[src/rtl/sensor_pkg.sv]
// ============================================================================
// Module      : sensor_pkg
// Description : Shared state encoding and default constants for the sensor
//               alarm controller.
// Revision    : 1.0
// ============================================================================
`default_nettype none

package sensor_pkg;

   localparam int DEFAULT_DEBOUNCE  = 4;
   localparam int DEFAULT_CNT_WIDTH = 8;

   // Debounce lengths of 1..15 fit in four bits.
   localparam int DBNC_WIDTH = 4;

   typedef enum logic [1:0] {
      ST_IDLE       = 2'd0,
      ST_QUALIFY    = 2'd1,
      ST_ALARM      = 2'd2,
      ST_WAIT_CLEAR = 2'd3
   } alarm_state_t;

endpackage : sensor_pkg

`default_nettype wire

[src/rtl/sensor_debounce_cnt.sv]
// ============================================================================
// Module      : sensor_debounce_cnt
// Description : Consecutive-sample debounce counter with synchronous clear,
//               enable and terminal-count flag.
// Revision    : 1.0
// ============================================================================
`default_nettype none

module sensor_debounce_cnt
   import sensor_pkg::*;
#(
   parameter int TERMINAL = DEFAULT_DEBOUNCE
) (
   input  logic clk,
   input  logic rst,
   input  logic clr_i,
   input  logic en_i,
   output logic tc_o
);

   localparam logic [DBNC_WIDTH-1:0] LAST = DBNC_WIDTH'(TERMINAL - 1);
   localparam logic [DBNC_WIDTH-1:0] ONE  = DBNC_WIDTH'(1);

   logic [DBNC_WIDTH-1:0] count_q;

   always_ff @(posedge clk) begin
      if (rst || clr_i) begin
         count_q <= '0;
      end else if (en_i) begin
         count_q <= count_q + ONE;
      end
   end

   // High when one more high sample completes qualification; with a
   // terminal of 1 this is already true from the cleared state.
   assign tc_o = (count_q == LAST);

endmodule : sensor_debounce_cnt

`default_nettype wire

[src/rtl/sensor_alarm_ctrl.sv]
// ============================================================================
// Module      : sensor_alarm_ctrl
// Description : Debounced sensor fault alarm with snapshot, acknowledge and
//               saturating qualified-event counter.
// Revision    : 1.0
// ============================================================================
`default_nettype none

module sensor_alarm_ctrl
   import sensor_pkg::*;
#(
   parameter int DEBOUNCE_CYCLES = DEFAULT_DEBOUNCE,
   parameter int CNT_WIDTH       = DEFAULT_CNT_WIDTH
) (
   input  logic                 clk,
   input  logic                 rst,
   input  logic                 error,
   input  logic [3:0]           sensors,
   input  logic                 ack,
   output logic                 alarm,
   output logic [3:0]           alarm_code,
   output logic [CNT_WIDTH-1:0] event_count,
   output logic                 busy
);

   localparam logic [CNT_WIDTH-1:0] CNT_ONE = CNT_WIDTH'(1);

   alarm_state_t         state_q;
   logic                 alarm_q;
   logic                 busy_q;
   logic [3:0]           code_q;
   logic [CNT_WIDTH-1:0] evcnt_q;

   logic dbnc_en;
   logic dbnc_clr;
   logic dbnc_tc;

   // The counter only advances on high samples while qualifying and is
   // cleared on every other edge, including the one that enters ALARM.
   always_comb begin
      dbnc_en  = ((state_q == ST_IDLE) || (state_q == ST_QUALIFY)) && error && !dbnc_tc;
      dbnc_clr = !dbnc_en;
   end

   sensor_debounce_cnt #(
      .TERMINAL (DEBOUNCE_CYCLES)
   ) u_debounce (
      .clk   (clk),
      .rst   (rst),
      .clr_i (dbnc_clr),
      .en_i  (dbnc_en),
      .tc_o  (dbnc_tc)
   );

   always_ff @(posedge clk) begin
      if (rst) begin
         state_q <= ST_IDLE;
         alarm_q <= 1'b0;
         busy_q  <= 1'b0;
         code_q  <= 4'b0000;
         evcnt_q <= '0;
      end else begin
         case (state_q)
            ST_IDLE, ST_QUALIFY: begin
               if (!error) begin
                  state_q <= ST_IDLE;
                  busy_q  <= 1'b0;
               end else if (dbnc_tc) begin
                  state_q <= ST_ALARM;
                  alarm_q <= 1'b1;
                  busy_q  <= 1'b1;
                  code_q  <= sensors;
                  if (evcnt_q != '1) begin
                     evcnt_q <= evcnt_q + CNT_ONE;
                  end
               end else begin
                  state_q <= ST_QUALIFY;
                  busy_q  <= 1'b1;
               end
            end
            ST_ALARM: begin
               if (ack) begin
                  alarm_q <= 1'b0;
                  if (error) begin
                     state_q <= ST_WAIT_CLEAR;
                  end else begin
                     state_q <= ST_IDLE;
                     busy_q  <= 1'b0;
                  end
               end
            end
            ST_WAIT_CLEAR: begin
               // A fault still present after acknowledge must drop before
               // it can qualify again.
               if (!error) begin
                  state_q <= ST_IDLE;
                  busy_q  <= 1'b0;
               end
            end
            default: begin
               state_q <= ST_IDLE;
               alarm_q <= 1'b0;
               busy_q  <= 1'b0;
            end
         endcase
      end
   end

   assign alarm       = alarm_q;
   assign alarm_code  = code_q;
   assign event_count = evcnt_q;
   assign busy        = busy_q;

endmodule : sensor_alarm_ctrl

`default_nettype wire

[config.mk]
export PLATFORM = sky130hd
export DESIGN_NAME = sensor_alarm_ctrl
export DESIGN_NICKNAME = d
export VERILOG_FILES = /design/src/rtl/sensor_pkg.sv /design/src/rtl/sensor_debounce_cnt.sv /design/src/rtl/sensor_alarm_ctrl.sv
export SDC_FILE = /design/constraint.sdc
export NUM_CORES = 1
export LEC_CHECK = 0
export CAP_MARGIN = 20
export CORE_MARGIN = 4
export CORE_UTILIZATION = 46
export DETAILED_ROUTE_END_ITERATION = 12
export PLACE_DENSITY_LB_ADDON = 0.1
export SLEW_MARGIN = 20
export SYNTH_ARGS = -nofsm -noshare
export SYNTH_HDL_FRONTEND = slang
export SYNTH_SLANG_ARGS = --single-unit
export TNS_END_PERCENT = 5
[constraint.sdc]
create_clock -name clk -period 2.51 [get_ports clk]
set_input_delay 0.753 -clock clk [delete_from_list [all_inputs] [get_ports clk]]
set_output_delay 0.753 -clock clk [all_outputs]
set_load 0.05 [all_outputs]
==> impl_metrics.tcl, run 1 <==
set metrics [dict create \
    cts-buffers-inserted 3 \
    synth_fa_ha_area_frac 0.02813 \
    ys_seq_elements 20 \
    finalHoldViolCount 0 \
    postSynthNetCount 116 \
    std_cell_rows 15 \
    vert_die_dim_um 51.98 \
    end_kind "output pin" \
    timing.critical_path.max_delay_family "buffers and inverters" \
    die_width_um 51.98 \
    wl_per_cell_um 11.96 \
    synth.lib_cells_used.distinct 30 \
    area_growth_pct 31.22 \
    setup_viol_count_final 0 \
    fraction_of_the_mapped_netlist_area_in_compound_gates 0.1083 \
    layout_worst_path_cycle_share 0.9351 \
    gate_count_of_the_mapped_netlist 106 \
    hold_path.startpoint "u_debounce.count_q[0]" \
    initial_core_util 0.4989 \
    r2r_start "event_count[1]" \
    clock_tree.root_cell "sky130_fd_sc_hd__clkbuf_4" \
    cts_setup_buffers 0 \
    holdPathEnd "u_debounce.count_q[0]" \
    postSynthAreaPerCell_um2 8.392 \
    hold_slack_ns 0.4521 \
    max_freq_ghz 0.4261 \
    post-place-ws_ns 0.07537 \
    antenna_cells_inserted 0 \
    clk-insertion-delay-late_ns 0.29 \
    final_layout_size_suffix_gt1_frac 0.07634 \
    power_leakage_nw 0.3936 \
    peakVddDrop_uv 362.2 \
    cts_tree "built" \
    tns_ns 0 \
    largest_family_of_logic_cells_by_synthesized_area "simple AND/OR/NAND/NOR gates" \
    synthMuxAreaShare 0.02391 \
    ys_seq_area_frac 0.4501 \
    post_cts_hold_buffer_count 0 \
    final_net_count 142 \
    gr-total-overflow 0 \
    r2r_cells 5 \
    holdPathStages 1 \
    reg2reg_slack_ns 0.51 \
    final.min_clock_period_ns 2.347 \
    cp_cell_sequence "clkdlybuf4s50_1" \
    grt_antenna_before_repair 0 \
    cts_resized 0 \
    criticalPathCategory "reg2out" \
    startpoint_type "flip-flop" \
    synth-simple-area-share 0.3319 \
    ios 22 \
    core_area_um2 1783 \
    die_area_um2 2701 \
    crit_start "event_count[1]" \
    gp_congestion 0.8463 \
    cp_slowest_cell "sky130_fd_sc_hd__clkdlybuf4s50_1" \
    drc 0 \
    outcome "finished clean" \
    maximum_clock_path_buffer_count 2 \
    placedCellCount 152 \
    maxSlewViolCount 0 \
    vias_in_the_first_global_route 688 \
    timing.rr.end "event_count[4]" \
    fin_worst_skew_ns 0.003383 \
    cp.buffers_inverters 1 \
    layout_common_cells "sky130_fd_sc_hd__clkdlybuf4s50_1 (21), sky130_fd_sc_hd__dfxtp_1 (20), sky130_fd_sc_hd__nand2_1 (16)" \
    grt_first_pass_wirelength_mm 3.029 \
    cellPowerDensity_nw_per_um2 465.3 \
    globalRouteTotalUtil 0.1531 \
    layout.core_utilization 0.6547 \
    critPathMaxStageDelay_ns 0.85 \
    post_synth_instance_area_um2 889.6 \
    synth-xor-area-share 0.01969 \
    slew_headroom 0.4387 \
    clk_pin_slew_worst_paths_ns 0.11 \
    vias 812 \
    tightest_slew_ns 0.8356 \
    h_tree_lvl_count 1 \
    drv_cap 0 \
    post_synth_edffs 0 \
    required_time_at_the_worst_slack_endpoint_ns 1.76 \
    post_layout_cell_count 156 \
    detailedRoute.firstPassIterationCount 4 \
    min_path_type "reg2reg" \
    setup_repair_after_global_routing_missed_its_margin "false" \
    worstPathArrival_ns 1.59 \
    drt-total-wl_mm 1.865 \
    detailedRoute.firstIterationViolations 13 \
    io_buffers 21 \
    layout.cells.most_common "sky130_fd_sc_hd__clkdlybuf4s50_1" \
    setup_ws_ns 0.1629 \
    vias_per_cell 5.205 \
    clock_sinks 20 \
    filler_cell_count 154 \
    place.detailed.hpwl_mm 1.416 \
    crit_path_max_fo 6 \
    final_antenna_net_count 0 \
    ys.warnings.count 0 \
    postSynth.asyncResetShare 0 \
    synthFlopType "sky130_fd_sc_hd__dfxtp_1" \
    grt_max_degree 16 \
]
[worst max-delay path by stage]
stage	cells after the start	slack (ns)	endpoint
floorplan	5	0.51	event_count[4]
global placement	5	0.14	event_count[0]
detailed placement	5	0.08	event_count[0]
CTS	1	0.14	event_count[0]
global route	1	0.07	event_count[1]
finish	1	0.16	event_count[1]
[cells in the mapped netlist, types with 3 or more instances]
cell	n	area, um2
sky130_fd_sc_hd__nand4_1	3	18.77
sky130_fd_sc_hd__nor2_1	15	56.30
sky130_fd_sc_hd__nor3b_1	3	22.52
sky130_fd_sc_hd__nand3_1	3	15.01
sky130_fd_sc_hd__nand2_1	16	60.06
sky130_fd_sc_hd__nor2b_1	3	18.77
sky130_fd_sc_hd__a21oi_1	11	55.05
sky130_fd_sc_hd__dfxtp_1	20	400.4
[registers in the layout, summed over array words and instances (netlist names)]
register / flops
alarm_code: 4
u_debounce.count_q: 4
busy: 1
alarm: 1
state_q: 2
event_count: 8
[layer usage]
metal,vias to the layer above,GRT usage,routed length (um)
li1,422,-,-
met3,4,0.03438,76
met5,-,0,0
met4,0,0.05240,19
met1,371,0.1796,838
met2,15,0.2699,930
[through the flow]
step,cell area (um2),total power [mW]
global route,1167,0.5705
floorplan,889.6,0.3508
finish,1167,0.5432
global placement,1131,0.3680
CTS,1167,0.5518
detailed placement,1131,0.3686
[kinds of logic after synthesis]
logic type	count (synthesis)
flops	20
fa+ha+maj	2
xor+xnor	2
mux	2
compound gates	17
simple gates	58
buf+inv	5
[cell type report]
class / count / area (um2) / share of cell area
Tap cell: 25 / 31.28 / 0.02680
Clock buffer: 4 / 36.28 / 0.03108
Sequential cell: 20 / 400.4 / 0.3430
Timing Repair Buffer: 25 / 240.2 / 0.2058
Multi-Input combinational cell: 81 / 455.4 / 0.3901
Inverter: 1 / 3.754 / 0.003215
[where the power goes]
group	leakage, nW	total [mW]	switching, mW	internal [mW]
Clock	0.0210	0.182	0.0936	0.0884
Sequential	0.162	0.324	0.00252	0.321
Combinational	0.211	0.0376	0.0184	0.0192
Total	0.394	0.543	0.114	0.429
Power figures use the tool's default switching activity.
==> run 2, diff against run 1 <==
- CTS_CLUSTER_DIAMETER: default -> 50
- SKIP_LAST_GASP: default -> 1
==> results of run 2 <==
Same layout as run 1: the final DEF is identical, and so are final timing and power.
==> run 3, diff against run 2 <==
- clock period: 2.51 -> 2.8 ns (I/O delays scaled with it)
==> impl_metrics.tcl, run 3 (synthesis results as in run 1) <==
set metrics [dict create \
    outcome "finished clean" \
    peakVddDrop_uv 513.8 \
    layout_worst_path_cycle_share 0.8830 \
    initial_core_util 0.4989 \
    maximum_clock_path_buffer_count 2 \
    layout.cells.most_common "sky130_fd_sc_hd__clkdlybuf4s50_1" \
    final_layout_size_suffix_gt1_frac 0.06202 \
    power_leakage_nw 0.3915 \
    globalRouteTotalUtil 0.1465 \
    wl_per_cell_um 12.10 \
    cts_setup_buffers 0 \
    hold_slack_ns 0.4513 \
    final_antenna_net_count 0 \
    end_kind "output pin" \
    cts_resized 0 \
    grt_antenna_before_repair 0 \
    crit_path_max_fo 7 \
    setup_ws_ns 0.3277 \
    h_tree_lvl_count 1 \
    totalPowerFinal_uw 556.2 \
    criticalPathCategory "reg2out" \
    die_width_um 51.98 \
    cp.buffers_inverters 1 \
    clock_tree.root_cell "sky130_fd_sc_hd__clkbuf_4" \
    max_freq_ghz 0.4045 \
    layout_common_cells "sky130_fd_sc_hd__clkdlybuf4s50_1 (21), sky130_fd_sc_hd__dfxtp_1 (20), sky130_fd_sc_hd__nand2_1 (16)" \
    required_time_at_the_worst_slack_endpoint_ns 1.96 \
    grt_max_degree 14 \
    tightest_slew_ns 0.7165 \
    vias_in_the_first_global_route 694 \
    ios 22 \
    drv_cap 0 \
    post-place-ws_ns 0.1648 \
    std_cell_rows 15 \
    cp_slowest_cell "sky130_fd_sc_hd__clkdlybuf4s50_1" \
    cts_tree "built" \
    filler_cell_count 156 \
    clk-insertion-delay-late_ns 0.30 \
    clock_sinks 20 \
    die_area_um2 2701 \
    clk_pin_slew_worst_paths_ns 0.12 \
    multiInputGateArea_um2 455.4 \
    tns_ns 0 \
    final_net_count 140 \
    slew_headroom 0.5186 \
    vias_per_cell 5.351 \
    min_path_type "reg2reg" \
    area_growth_pct 31.36 \
    drt-total-wl_mm 1.863 \
    critPathMaxStageDelay_ns 0.85 \
    timing.critical_path.max_delay_family "buffers and inverters" \
    setup_viol_count_final 0 \
    gp_congestion 0.8000 \
    core_area_um2 1783 \
    gr-total-overflow 0 \
    detailedRoute.firstPassIterationCount 4 \
    layout.core_utilization 0.6554 \
    final.min_clock_period_ns 2.472 \
    setup_repair_after_global_routing_missed_its_margin "false" \
    drc 0 \
    startpoint_type "flip-flop" \
    finalHoldViolCount 0 \
    worstPathArrival_ns 1.63 \
    vias 824 \
    sequential_cell_area_in_the_final_layout_um2 400.4 \
    place.detailed.hpwl_mm 1.378 \
    cellPowerDensity_nw_per_um2 475.9 \
    largest_register_ffs 8 \
    detailedRoute.firstIterationViolations 14 \
    io_buffers 21 \
    maxSlewViolCount 0 \
    grt_first_pass_wirelength_mm 2.925 \
    fin_worst_skew_ns 0.01485 \
    cp_cell_sequence "clkdlybuf4s50_1" \
    cts-buffers-inserted 3 \
    post_cts_hold_buffer_count 0 \
    vert_die_dim_um 51.98 \
    antenna_cells_inserted 0 \
]
[run 3: where the power goes]
group / switching, mW / internal (mW) / total, mW
Sequential: 0.00220 / 0.288 / 0.290
Combinational: 0.0159 / 0.0162 / 0.0322
Clock: 0.0891 / 0.145 / 0.234
Total: 0.107 / 0.449 / 0.556
[run 3: final cells by class]
class / count / area share
multi-input cells: 81 / 0.3897
flip-flops and latches: 20 / 0.3426
repair buffers: 23 / 0.1927
well taps: 25 / 0.02677
clock inverters: 1 / 0.02570
clock buffers: 3 / 0.01927
inverters: 1 / 0.003212
[run 3: layer usage]
layer  wire length [um]  global-route usage
met5                  0                   0
met4                 21             0.03930
met3                151             0.06017
met2                912              0.2552
met1                778              0.1620
[run 3: final timing paths]
path | start | to | slack, ns | cells after the start
worst max-delay path | event_count[0] | event_count[0] | 0.33 | 1
worst min-delay path | u_debounce.count_q[0] | u_debounce.count_q[0] | 0.45 | 1
worst max register to register | event_count[0] | event_count[4] | 0.84 | 5
worst min register to register | u_debounce.count_q[0] | u_debounce.count_q[0] | 0.45 | 1
[run 3: metrics by stage]
stage	instances	area, um2
4_1_cts	154	1169
6_report	154	1169
5_1_grt	154	1169
3_3_place_gp	150	1116
2_1_floorplan	106	889.6
3_5_place_dp	150	1116
